File: src/rtl/imm_gen_q_pkg.sv
// Shared definitions for the buffered immediate generator.
// Holds the instruction-type encodings, the type field width, the default
// datapath width and the XLEN-independent part of a queue entry.
package imm_gen_q_pkg;

  localparam int unsigned TYPE_W       = 3;
  localparam int unsigned XLEN_DEFAULT = 32;

  typedef enum logic [TYPE_W-1:0] {
    IT_R   = 3'd0,
    IT_I   = 3'd1,
    IT_S   = 3'd2,
    IT_B   = 3'd3,
    IT_U   = 3'd4,
    IT_J   = 3'd5,
    IT_Z   = 3'd6,
    IT_ILL = 3'd7
  } itype_t;

  // Leading fields of a queue entry; the top appends the XLEN-wide imm so
  // the full entry reads {illegal, itype, imm}.
  typedef struct packed {
    logic   illegal;
    itype_t itype;
  } entry_meta_t;

endpackage

File: src/rtl/imm_slice.sv
// Combinational immediate extraction.
// Ports:
//   inst    - raw 32-bit instruction word
//   itype   - decoded instruction type
//   imm     - XLEN-wide extended immediate (0 for R and illegal types)
//   illegal - itype is the reserved encoding
module imm_slice
  import imm_gen_q_pkg::*;
#(
  parameter int unsigned XLEN = XLEN_DEFAULT
) (
  input  logic [31:0]       inst,
  input  logic [TYPE_W-1:0] itype,
  output logic [XLEN-1:0]   imm,
  output logic              illegal
);

  itype_t t;
  assign t = itype_t'(itype);

  // Opcode bits never contribute to any immediate.
  logic unused_opcode;
  assign unused_opcode = ^inst[6:0];

  // Signed fields so a width cast performs the sign extension.
  logic signed [11:0] i_field;
  logic signed [11:0] s_field;
  logic signed [12:0] b_field;
  logic signed [31:0] u_field;
  logic signed [20:0] j_field;

  assign i_field = inst[31:20];
  assign s_field = {inst[31:25], inst[11:7]};
  assign b_field = {inst[31], inst[7], inst[30:25], inst[11:8], 1'b0};
  assign u_field = {inst[31:12], 12'b0};
  assign j_field = {inst[31], inst[19:12], inst[20], inst[30:21], 1'b0};

  always_comb begin
    imm     = '0;
    illegal = 1'b0;
    case (t)
      IT_R:    imm = '0;
      IT_I:    imm = XLEN'(i_field);
      IT_S:    imm = XLEN'(s_field);
      IT_B:    imm = XLEN'(b_field);
      IT_U:    imm = XLEN'(u_field);
      IT_J:    imm = XLEN'(j_field);
      IT_Z:    imm = XLEN'(inst[19:15]);
      IT_ILL:  illegal = 1'b1;
      default: illegal = 1'b1;
    endcase
  end

endmodule

File: src/rtl/imm_gen_q.sv
// Buffered immediate generator: extracts the immediate of each accepted
// instruction and queues {illegal, itype, imm} in a DEPTH-entry FIFO.
// Ports:
//   clk, rst_n          - clock, async active-low reset
//   flush               - synchronous queue clear (error state kept)
//   in_valid/in_ready   - input handshake for inst/itype
//   out_valid/out_ready - output handshake for the queue head
//   imm, out_itype, out_illegal - head entry fields
//   err, err_inst       - sticky illegal flag and first offending inst
//   count               - occupied entries
module imm_gen_q
  import imm_gen_q_pkg::*;
#(
  parameter int unsigned XLEN  = XLEN_DEFAULT,
  parameter int unsigned DEPTH = 2
) (
  input  logic                       clk,
  input  logic                       rst_n,
  input  logic                       flush,
  input  logic                       in_valid,
  output logic                       in_ready,
  input  logic [31:0]                inst,
  input  logic [TYPE_W-1:0]          itype,
  output logic                       out_valid,
  input  logic                       out_ready,
  output logic [XLEN-1:0]            imm,
  output logic [TYPE_W-1:0]          out_itype,
  output logic                       out_illegal,
  output logic                       err,
  output logic [31:0]                err_inst,
  output logic [$clog2(DEPTH+1)-1:0] count
);

  localparam int unsigned PTR_W = $clog2(DEPTH);
  localparam int unsigned CNT_W = $clog2(DEPTH + 1);

  typedef struct packed {
    entry_meta_t          meta;
    logic [XLEN-1:0]      imm;
  } entry_t;

  entry_t             mem [DEPTH];
  logic [PTR_W-1:0]   wr_ptr;
  logic [PTR_W-1:0]   rd_ptr;
  logic [XLEN-1:0]    slice_imm;
  logic               slice_illegal;
  logic               push;
  logic               pop;
  entry_t             new_entry;
  entry_t             head;

  imm_slice #(.XLEN(XLEN)) u_slice (
    .inst    (inst),
    .itype   (itype),
    .imm     (slice_imm),
    .illegal (slice_illegal)
  );

  // Handshakes: in_ready depends only on occupancy and flush.
  assign in_ready  = (count < CNT_W'(DEPTH)) && !flush;
  assign out_valid = (count != '0);
  assign push      = in_valid && in_ready;
  assign pop       = out_valid && out_ready;

  always_comb begin
    new_entry              = '0;
    new_entry.meta.illegal = slice_illegal;
    new_entry.meta.itype   = itype_t'(itype);
    new_entry.imm          = slice_imm;
  end

  // Head fields come straight from queue storage, never from the inputs.
  assign head        = mem[rd_ptr];
  assign imm         = head.imm;
  assign out_itype   = head.meta.itype;
  assign out_illegal = head.meta.illegal;

  // Queue storage, pointers and occupancy; pointers wrap mod DEPTH (power of two).
  always_ff @(posedge clk or negedge rst_n) begin
    if (!rst_n) begin
      wr_ptr <= '0;
      rd_ptr <= '0;
      count  <= '0;
      for (int unsigned i = 0; i < DEPTH; i++) mem[i] <= '0;
    end else if (flush) begin
      wr_ptr <= '0;
      rd_ptr <= '0;
      count  <= '0;
    end else begin
      if (push) begin
        mem[wr_ptr] <= new_entry;
        wr_ptr      <= wr_ptr + PTR_W'(1);
      end
      if (pop) rd_ptr <= rd_ptr + PTR_W'(1);
      count <= count + CNT_W'(push) - CNT_W'(pop);
    end
  end

  // Sticky error; err_inst captures only the first illegal accept.
  always_ff @(posedge clk or negedge rst_n) begin
    if (!rst_n) begin
      err      <= 1'b0;
      err_inst <= '0;
    end else if (push && slice_illegal) begin
      err <= 1'b1;
      if (!err) err_inst <= inst;
    end
  end

endmodule

File: config.mk
export PLATFORM = sky130hd
export DESIGN_NAME = imm_gen_q
export DESIGN_NICKNAME = d
export VERILOG_FILES = /design/src/rtl/imm_gen_q_pkg.sv /design/src/rtl/imm_slice.sv /design/src/rtl/imm_gen_q.sv
export SDC_FILE = /design/constraint.sdc
export NUM_CORES = 1
export LEC_CHECK = 0
export CORE_UTILIZATION = 35
export DETAILED_ROUTE_END_ITERATION = 8
export DONT_BUFFER_PORTS = 1
export SETUP_SLACK_MARGIN = 0.15
export SYNTH_ARGS = -nofsm -noshare
export SYNTH_HDL_FRONTEND = slang
export SYNTH_SLANG_ARGS = --single-unit
File: constraint.sdc
create_clock -name clk -period 1.95 [get_ports clk]
set_clock_uncertainty 0.2 [all_clocks]
set_input_delay 0.39 -clock clk [delete_from_list [all_inputs] [get_ports clk]]
set_output_delay 0.39 -clock clk [all_outputs]
set_load 0.03 [all_outputs]
==> flow_metrics.env, run 1 <==
export IMPL_worstReg2RegEnd="err_inst[27]"
export IMPL_first_global_vias=3722
export IMPL_ant_nets=0
export IMPL_n_antenna_cell=0
export IMPL_switching_share_pct=40.01
export IMPL_clock_fmax_mhz=496.5
export IMPL_setup_viol=52
export IMPL_ys_ff_latch=109
export IMPL_power_density_nw_per_um2=1565
export IMPL_root_buffer="clkbuf_16"
export IMPL_wl_per_cell_um=21.45
export IMPL_die_x_um=120.1
export IMPL_ff2ff_path_depth=5
export IMPL_insertion_delay_ps=360
export IMPL_final_min_clock_period_ps=2014
export IMPL_final_nets=528
export IMPL_clockPowerShare_pct=19.0
export IMPL_routed_wl_mm=14.31
export IMPL_cts_tree="done"
export IMPL_hold_class="in2async"
export IMPL_synth_top_area_cell="dfrtp_1"
export IMPL_fin_crit_sh_pct=103.3
export IMPL_avgSynthCellArea_um2=11.10
export IMPL_cp_max_fo=12
export IMPL_synthesis_area_um2=4885
export IMPL_port_buffers=0
export IMPL_violations="hold timing, setup timing"
export IMPL_layout_drive_gt1_share_pct=35.64
export IMPL_worstPathArrival_ps=2050
export IMPL_synthesis_nets=482
export IMPL_critPathRequiredTime_ps=1990
export IMPL_start_util_pct=36.45
export IMPL_switchingPower_mw=4.219
export IMPL_grt_overflow=0
export IMPL_cts_inserted_buffers=9
export IMPL_worst_slack_ps=-64.17
export IMPL_die_h_um=120.1
export IMPL_max_slew_worst_pin_slew_ps=731.4
export IMPL_p_int_mw=6.326
export IMPL_static_leakage_power_nw=2.982
export IMPL_drt_initial_drc_count=239
export IMPL_drc=0
export IMPL_area_growth_synth_to_final_pct=37.96
export IMPL_io_pins=113
export IMPL_pwr_share_comb_pct=40.0
export IMPL_cts_sinks=109
export IMPL_cts_hold_buf=36
export IMPL_grt_max_degree=110
export IMPL_r2r_setup_slack_ps=-60
export IMPL_htreeDepth=3
export IMPL_finalHoldViolations=109
export IMPL_antenna_found_initial=0
export IMPL_fin_hold_ws_ps=-467.9
export IMPL_reg2reg_from="count[1]"
export IMPL_clk_pin_slew_ps=80
export IMPL_drv_cap=0
export IMPL_seqPwrFrac_pct=41.1
export IMPL_crit_type="reg2reg"
export IMPL_synth_area_leaders="dfrtp_1 (56%), mux2_2 (15%), nand2_1 (5.7%)"
export IMPL_grtUsageTotal_pct=19.79
export IMPL_status="complete, but fails checks"
export IMPL_n_fill_cell=1165
export IMPL_ys_warn_count=0
export IMPL_crit_path_start_kind="flip-flop"
export IMPL_rows=42
export IMPL_relSlewSlack_pct=51.14
export IMPL_peakVddDrop_mv=0.8208
export IMPL_gp_congestion=0.7497
export IMPL_dieArea_um2=14430
export IMPL_core_region_area_um2=13400
export IMPL_drt_pass1_iterations=4
export IMPL_ys_seq_area_share_pct=55.84
export IMPL_crit_path_end_kind="flip-flop"
export IMPL_dr_total_vias=3618
export IMPL_rsz0062_at_grt="yes"
export IMPL_grt_pass1_wl_mm=21.15
export IMPL_slew_viol_final=0
export IMPL_synth_cells=440
export IMPL_final_core_util_pct=50.29
export IMPL_vias_per_cell=5.424
export IMPL_dp_final_hpwl_mm=7.793
export IMPL_cts_buffer_depth=2
export IMPL_synth_top_cell_area_share_pct=55.84
export IMPL_synthDistinctLibCells=34
## cell families (layout without fill, tap and decap cells)
group / Yosys count / count (layout) / synth area share [%]
fa+ha+maj: 2 / 2 / 0.5122
simple gates: 130 / 130 / 13.14
flops: 109 / 109 / 55.84
mux: 69 / 69 / 15.91
xor+xnor: 4 / 4 / 0.7173
compound gates: 89 / 89 / 10.50
buf+inv: 37 / 88 / 3.381
## timing repair
action,CTS,global route
endpoints found under the hold margin,156,109
pin swaps,27,11
buffers inserted,7,1
endpoints found under the setup margin,97,132
gates cloned,9,3
resized for setup,132,41
## final cells by class
| type | instances | area, µm² | share of cell area [%] |
|---|---|---|---|
| repair buffers | 71 | 980.9 | 14.56 |
| clock inverters | 6 | 86.33 | 1.281 |
| multi-input cells | 294 | 2479 | 36.78 |
| clock buffers | 10 | 239.0 | 3.546 |
| inverters | 1 | 3.754 | 0.05570 |
| well taps | 176 | 220.2 | 3.268 |
| flip-flops and latches | 109 | 2730 | 40.51 |
## stage by stage
stage                     instances  TNS [ps]  power, mW  worst slack [ps]  cell area [µm²]
after floorplan                 440     -3646      6.702            -119.6             4927
after global placement          595         0      7.208             65.64             5137
after detailed placement        595         0      7.304             50.11             5137
after CTS                       663    -512.4      10.31            -31.73             6492
after global routing            667     -3222      11.05            -89.14             6739
final                           667     -1314      10.55            -64.17             6739
## worst max-delay path, stage by stage, from the launching register on
cell and delay, ps:
dfrtp_2 440, or3b_4 410, nor3_4 180, buf_6 170
buf_12 150, mux2_2 340
## how the worst max path moves through the flow
stage	to	cells past startpoint	start	slack, ps
CTS	imm[10]	2	rd_ptr	-30
detailed placement	err_inst[23]	4	flush	50
floorplan	err_inst[10]	5	count[1]	-120
finish	err_inst[27]	5	count[1]	-60
global placement	err_inst[30]	4	flush	70
global route	err_inst[27]	5	count[1]	-90
## routing by layer
layer / vias up / part of all wire (%) / global-route usage [%]
li1: 1629 / - / -
met1: 1840 / 42 / 24.83
met2: 135 / 47 / 31.39
met3: 14 / 8.6 / 7.652
met4: 0 / 1.7 / 5.859
met5: - / 0 / 0
## registers in the layout, summed over array words and instances (netlist names)
register / flops
mem: 72
err_inst: 32
count: 2
err: 1
rd_ptr: 1
wr_ptr: 1
## power by group through the flow
stage          Clock (mW)  Sequential, mW  Combinational (mW)
3_5_place_dp            0            4.24                3.07
2_1_floorplan           0            4.15                2.55
4_1_cts              2.03            4.28                4.00
6_report             2.00            4.33                4.21
5_1_grt              2.13            4.45                4.47
3_3_place_gp            0            4.19                3.02
## Yosys cell counts
library cell,instances
inv_1,1
nand2_1,74
clkbuf_1,29
xnor2_1,3
nor3_1,1
and3b_1,4
or3b_4,1
and4b_1,6
nand3_1,1
dfrtp_1,109
nor3_4,1
a211oi_1,5
nor2b_1,6
nor3b_1,1
clkbuf_2,1
a22oi_1,8
nand4bb_1,1
a31oi_1,22
mux2_2,67
xor2_1,1
nor2_1,26
nor4b_2,1
nor4bb_1,4
o211ai_1,1
ha_1,2
o21ai_0,51
o21a_1,1
mux2_1,2
buf_1,1
buf_2,2
buf_6,3
or4b_1,1
o21bai_1,1
or2_2,2
## cell usage in the layout (no fill, tap or decap), drive strengths merged, types with 2 or more instances in the layout
cell type    synthesis  layout
dfrtp              109     109
nand2               74      74
mux2                69      69
o21ai               51      51
dlygate4sd3          0      36
buf                  6      31
nor2                26      26
a31oi               22      22
clkbuf              30      13
a22oi                8       8
nor2b                6       6
and4b                6       6
a211oi               5       5
and3b                4       4
nor4bb               4       4
xnor2                3       3
clkinv               0       3
ha                   2       2
bufinv               0       2
or2                  2       2
nor3                 2       2
Note: power is estimated with default switching activity, not from simulation.
==> inputs of run 2 (changes only) <==
--- a/config.mk
+++ b/config.mk
@@ -5,6 +5,7 @@
 export SDC_FILE = /design/constraint.sdc
 export NUM_CORES = 1
 export LEC_CHECK = 0
+export ABC_CLOCK_PERIOD_IN_PS = 1950
 export CORE_UTILIZATION = 35
 export DETAILED_ROUTE_END_ITERATION = 8
 export DONT_BUFFER_PORTS = 1
==> results of run 2 <==
Final layout, timing and power as in run 1 (identical DEF).
==> inputs of run 3 (changes only) <==
--- a/config.mk
+++ b/config.mk
@@ -6,10 +6,12 @@
 export NUM_CORES = 1
 export LEC_CHECK = 0
 export ABC_CLOCK_PERIOD_IN_PS = 1950
+export CAP_MARGIN = 20
 export CORE_UTILIZATION = 35
 export DETAILED_ROUTE_END_ITERATION = 8
 export DONT_BUFFER_PORTS = 1
 export SETUP_SLACK_MARGIN = 0.15
+export SKIP_LAST_GASP = 1
 export SYNTH_ARGS = -nofsm -noshare
 export SYNTH_HDL_FRONTEND = slang
 export SYNTH_SLANG_ARGS = --single-unit
==> flow_metrics.env, run 3 (synthesis gave the netlist of run 1 again) <==
export IMPL_p_int_mw=6.268
export IMPL_wl_per_cell_um=21.18
export IMPL_met2_usage_pct=31.54
export IMPL_status="complete, but fails checks"
export IMPL_crit_path_start_kind="flip-flop"
export IMPL_final_common_cell="dfrtp_1"
export IMPL_setup_viol=36
export IMPL_top_register="mem"
export IMPL_hold_class="in2async"
export IMPL_drt_initial_drc_count=222
export IMPL_dieArea_um2=14430
export IMPL_place_inst=595
export IMPL_cts_tree="done"
export IMPL_fin_crit_sh_pct=102.8
export IMPL_vias_per_cell=5.444
export IMPL_drt_pass1_iterations=5
export IMPL_pwr_share_comb_pct=39.6
export IMPL_fin_hold_ws_ps=-468.1
export IMPL_total_power_mw=10.44
export IMPL_relSlewSlack_pct=50.58
export IMPL_port_buffers=0
export IMPL_peakVddDrop_mv=0.8211
export IMPL_area_growth_synth_to_final_pct=36.94
export IMPL_die_x_um=120.1
export IMPL_start_util_pct=36.45
export IMPL_htreeDepth=3
export IMPL_slew_viol_final=0
export IMPL_final_nets=528
export IMPL_layout_drive_gt1_share_pct=35.44
export IMPL_cts_inserted_buffers=9
export IMPL_largest_reg_flops=72
export IMPL_grt_busiest_layer="met2"
export IMPL_clk_pin_slew_ps=70
export IMPL_ant_nets=0
export IMPL_max_slew_worst_pin_slew_ps=739.7
export IMPL_insertion_delay_ps=350
export IMPL_switchingPower_mw=4.177
export IMPL_grt_pass1_wl_mm=21.14
export IMPL_grt_use_met1_pct=24.93
export IMPL_dr_total_vias=3631
export IMPL_instances_no_fill=667
export IMPL_crit_type="reg2reg"
export IMPL_final_min_clock_period_ps=2004
export IMPL_cts_sinks=109
export IMPL_grt_max_degree=110
export IMPL_violations="hold timing, setup timing"
export IMPL_grtUsageTotal_pct=19.78
export IMPL_mostFrequentLayoutCells="dfrtp_1 (107), nand2_1 (48), mux2_4 (45), dlygate4sd3_1 (36), o21ai_0 (28)"
export IMPL_cts_hold_buf=36
export IMPL_drc=0
export IMPL_switching_share_pct=39.99
export IMPL_ff2ff_path_depth=5
export IMPL_root_buffer="clkbuf_16"
export IMPL_gp_congestion=0.7497
export IMPL_rows=42
export IMPL_routed_wl_mm=14.13
export IMPL_seqPwrFrac_pct=41.3
export IMPL_clock_fmax_mhz=498.9
export IMPL_cp_max_fo=12
export IMPL_die_h_um=120.1
export IMPL_n_antenna_cell=0
export IMPL_drv_cap=0
export IMPL_io_pins=113
export IMPL_rsz0062_at_grt="yes"
export IMPL_crit_path_end_kind="flip-flop"
export IMPL_worst_slack_ps=-54.37
export IMPL_antenna_found_initial=0
export IMPL_cts_buffer_depth=2
export IMPL_clockPowerShare_pct=19.0
export IMPL_dp_final_hpwl_mm=7.793
export IMPL_power_density_nw_per_um2=1561
export IMPL_critPathRequiredTime_ps=1990
export IMPL_first_global_vias=3708
export IMPL_grt_overflow=0
export IMPL_n_fill_cell=1166
export IMPL_static_leakage_power_nw=2.955
export IMPL_core_region_area_um2=13400
export IMPL_worstPathArrival_ps=2040
export IMPL_finalHoldViolations=109
export IMPL_reg_top3="mem (72), err_inst (32), count (2)"
export IMPL_grt_met3_usage_pct=7.605
-- run 3: cell count changes in the layout (fill, tap and decap cells not counted) --
cell | before | now
mux2_2 | 12 | 22
buf_4 | 5 | 6
mux2_4 | 56 | 45
nand2_2 | 10 | 12
mux2_1 | 1 | 2
buf_8 | 2 | 1
buf_6 | 10 | 9
nand2_4 | 16 | 14
buf_12 | 7 | 8
-- run 3: worst paths after layout --
path                                from            to  slack, ps
worst max-delay path            count[1]  err_inst[27]        -50
worst min-delay path               rst_n       mem[53]       -470
worst max register to register  count[1]  err_inst[27]        -50
worst min register to register   mem[34]       mem[34]        280
max in group asynchronous          rst_n   err_inst[4]       1860
min in group clk                inst[27]       mem[27]         10
-- run 3: cell type report --
class / count / area (µm²) / area share, %
Multi-Input combinational cell: 294 / 2427 / 36.29
Inverter: 1 / 3.754 / 0.05612
Sequential cell: 109 / 2730 / 40.82
Clock buffer: 10 / 239.0 / 3.573
Clock inverter: 6 / 86.33 / 1.291
Timing Repair Buffer: 71 / 982.2 / 14.68
Tap cell: 176 / 220.2 / 3.292
-- run 3: power by group through the flow --
| stage | Sequential [mW] | Clock (mW) | Combinational [mW] |
|---|---|---|---|
| floorplan | 4.15 | 0 | 2.55 |
| global placement | 4.19 | 0 | 3.02 |
| detailed placement | 4.24 | 0 | 3.07 |
| CTS | 4.27 | 2.03 | 3.97 |
| global route | 4.43 | 2.13 | 4.40 |
| finish | 4.32 | 1.99 | 4.14 |
-- run 3: timing repair --
item | CTS | global route
gates resized for setup | 121 | 39
hold endpoints to repair | 156 | 109
endpoints found under the setup margin | 97 | 132
cloned | 9 | 3
setup buffers | 7 | 1
pin swaps | 23 | 11
-- run 3: metal layers --
metal	vias to the layer above	routed length, µm	share of wire (%)
li1	1633	-	-
met1	1846	5924	42
met2	142	6802	48
met3	10	1243	8.8
met4	0	157	1.1
met5	-	0	0
-- run 3: metrics by stage --
step | util, % | cell area, µm² | worst slack (ps) | hold WS (ps) | TNS, ps
2_1_floorplan | - | 4927 | -119.6 | -105.6 | -3646
3_3_place_gp | 38.34 | 5137 | 65.64 | -100.6 | 0
3_5_place_dp | 38.34 | 5137 | 50.11 | -100.7 | 0
4_1_cts | 48.25 | 6466 | -31.73 | -481.0 | -549.1
5_1_grt | 49.92 | 6689 | -89.76 | -489.7 | -2868
6_report | 49.92 | 6689 | -54.37 | -468.1 | -1039
-- run 3: critical path, cell delays in order, from the launching register on --
cell and delay, ps:
dfrtp_2 440, or3b_4 410, nor3_4 180, buf_6 170, buf_12 140, mux2_2 340
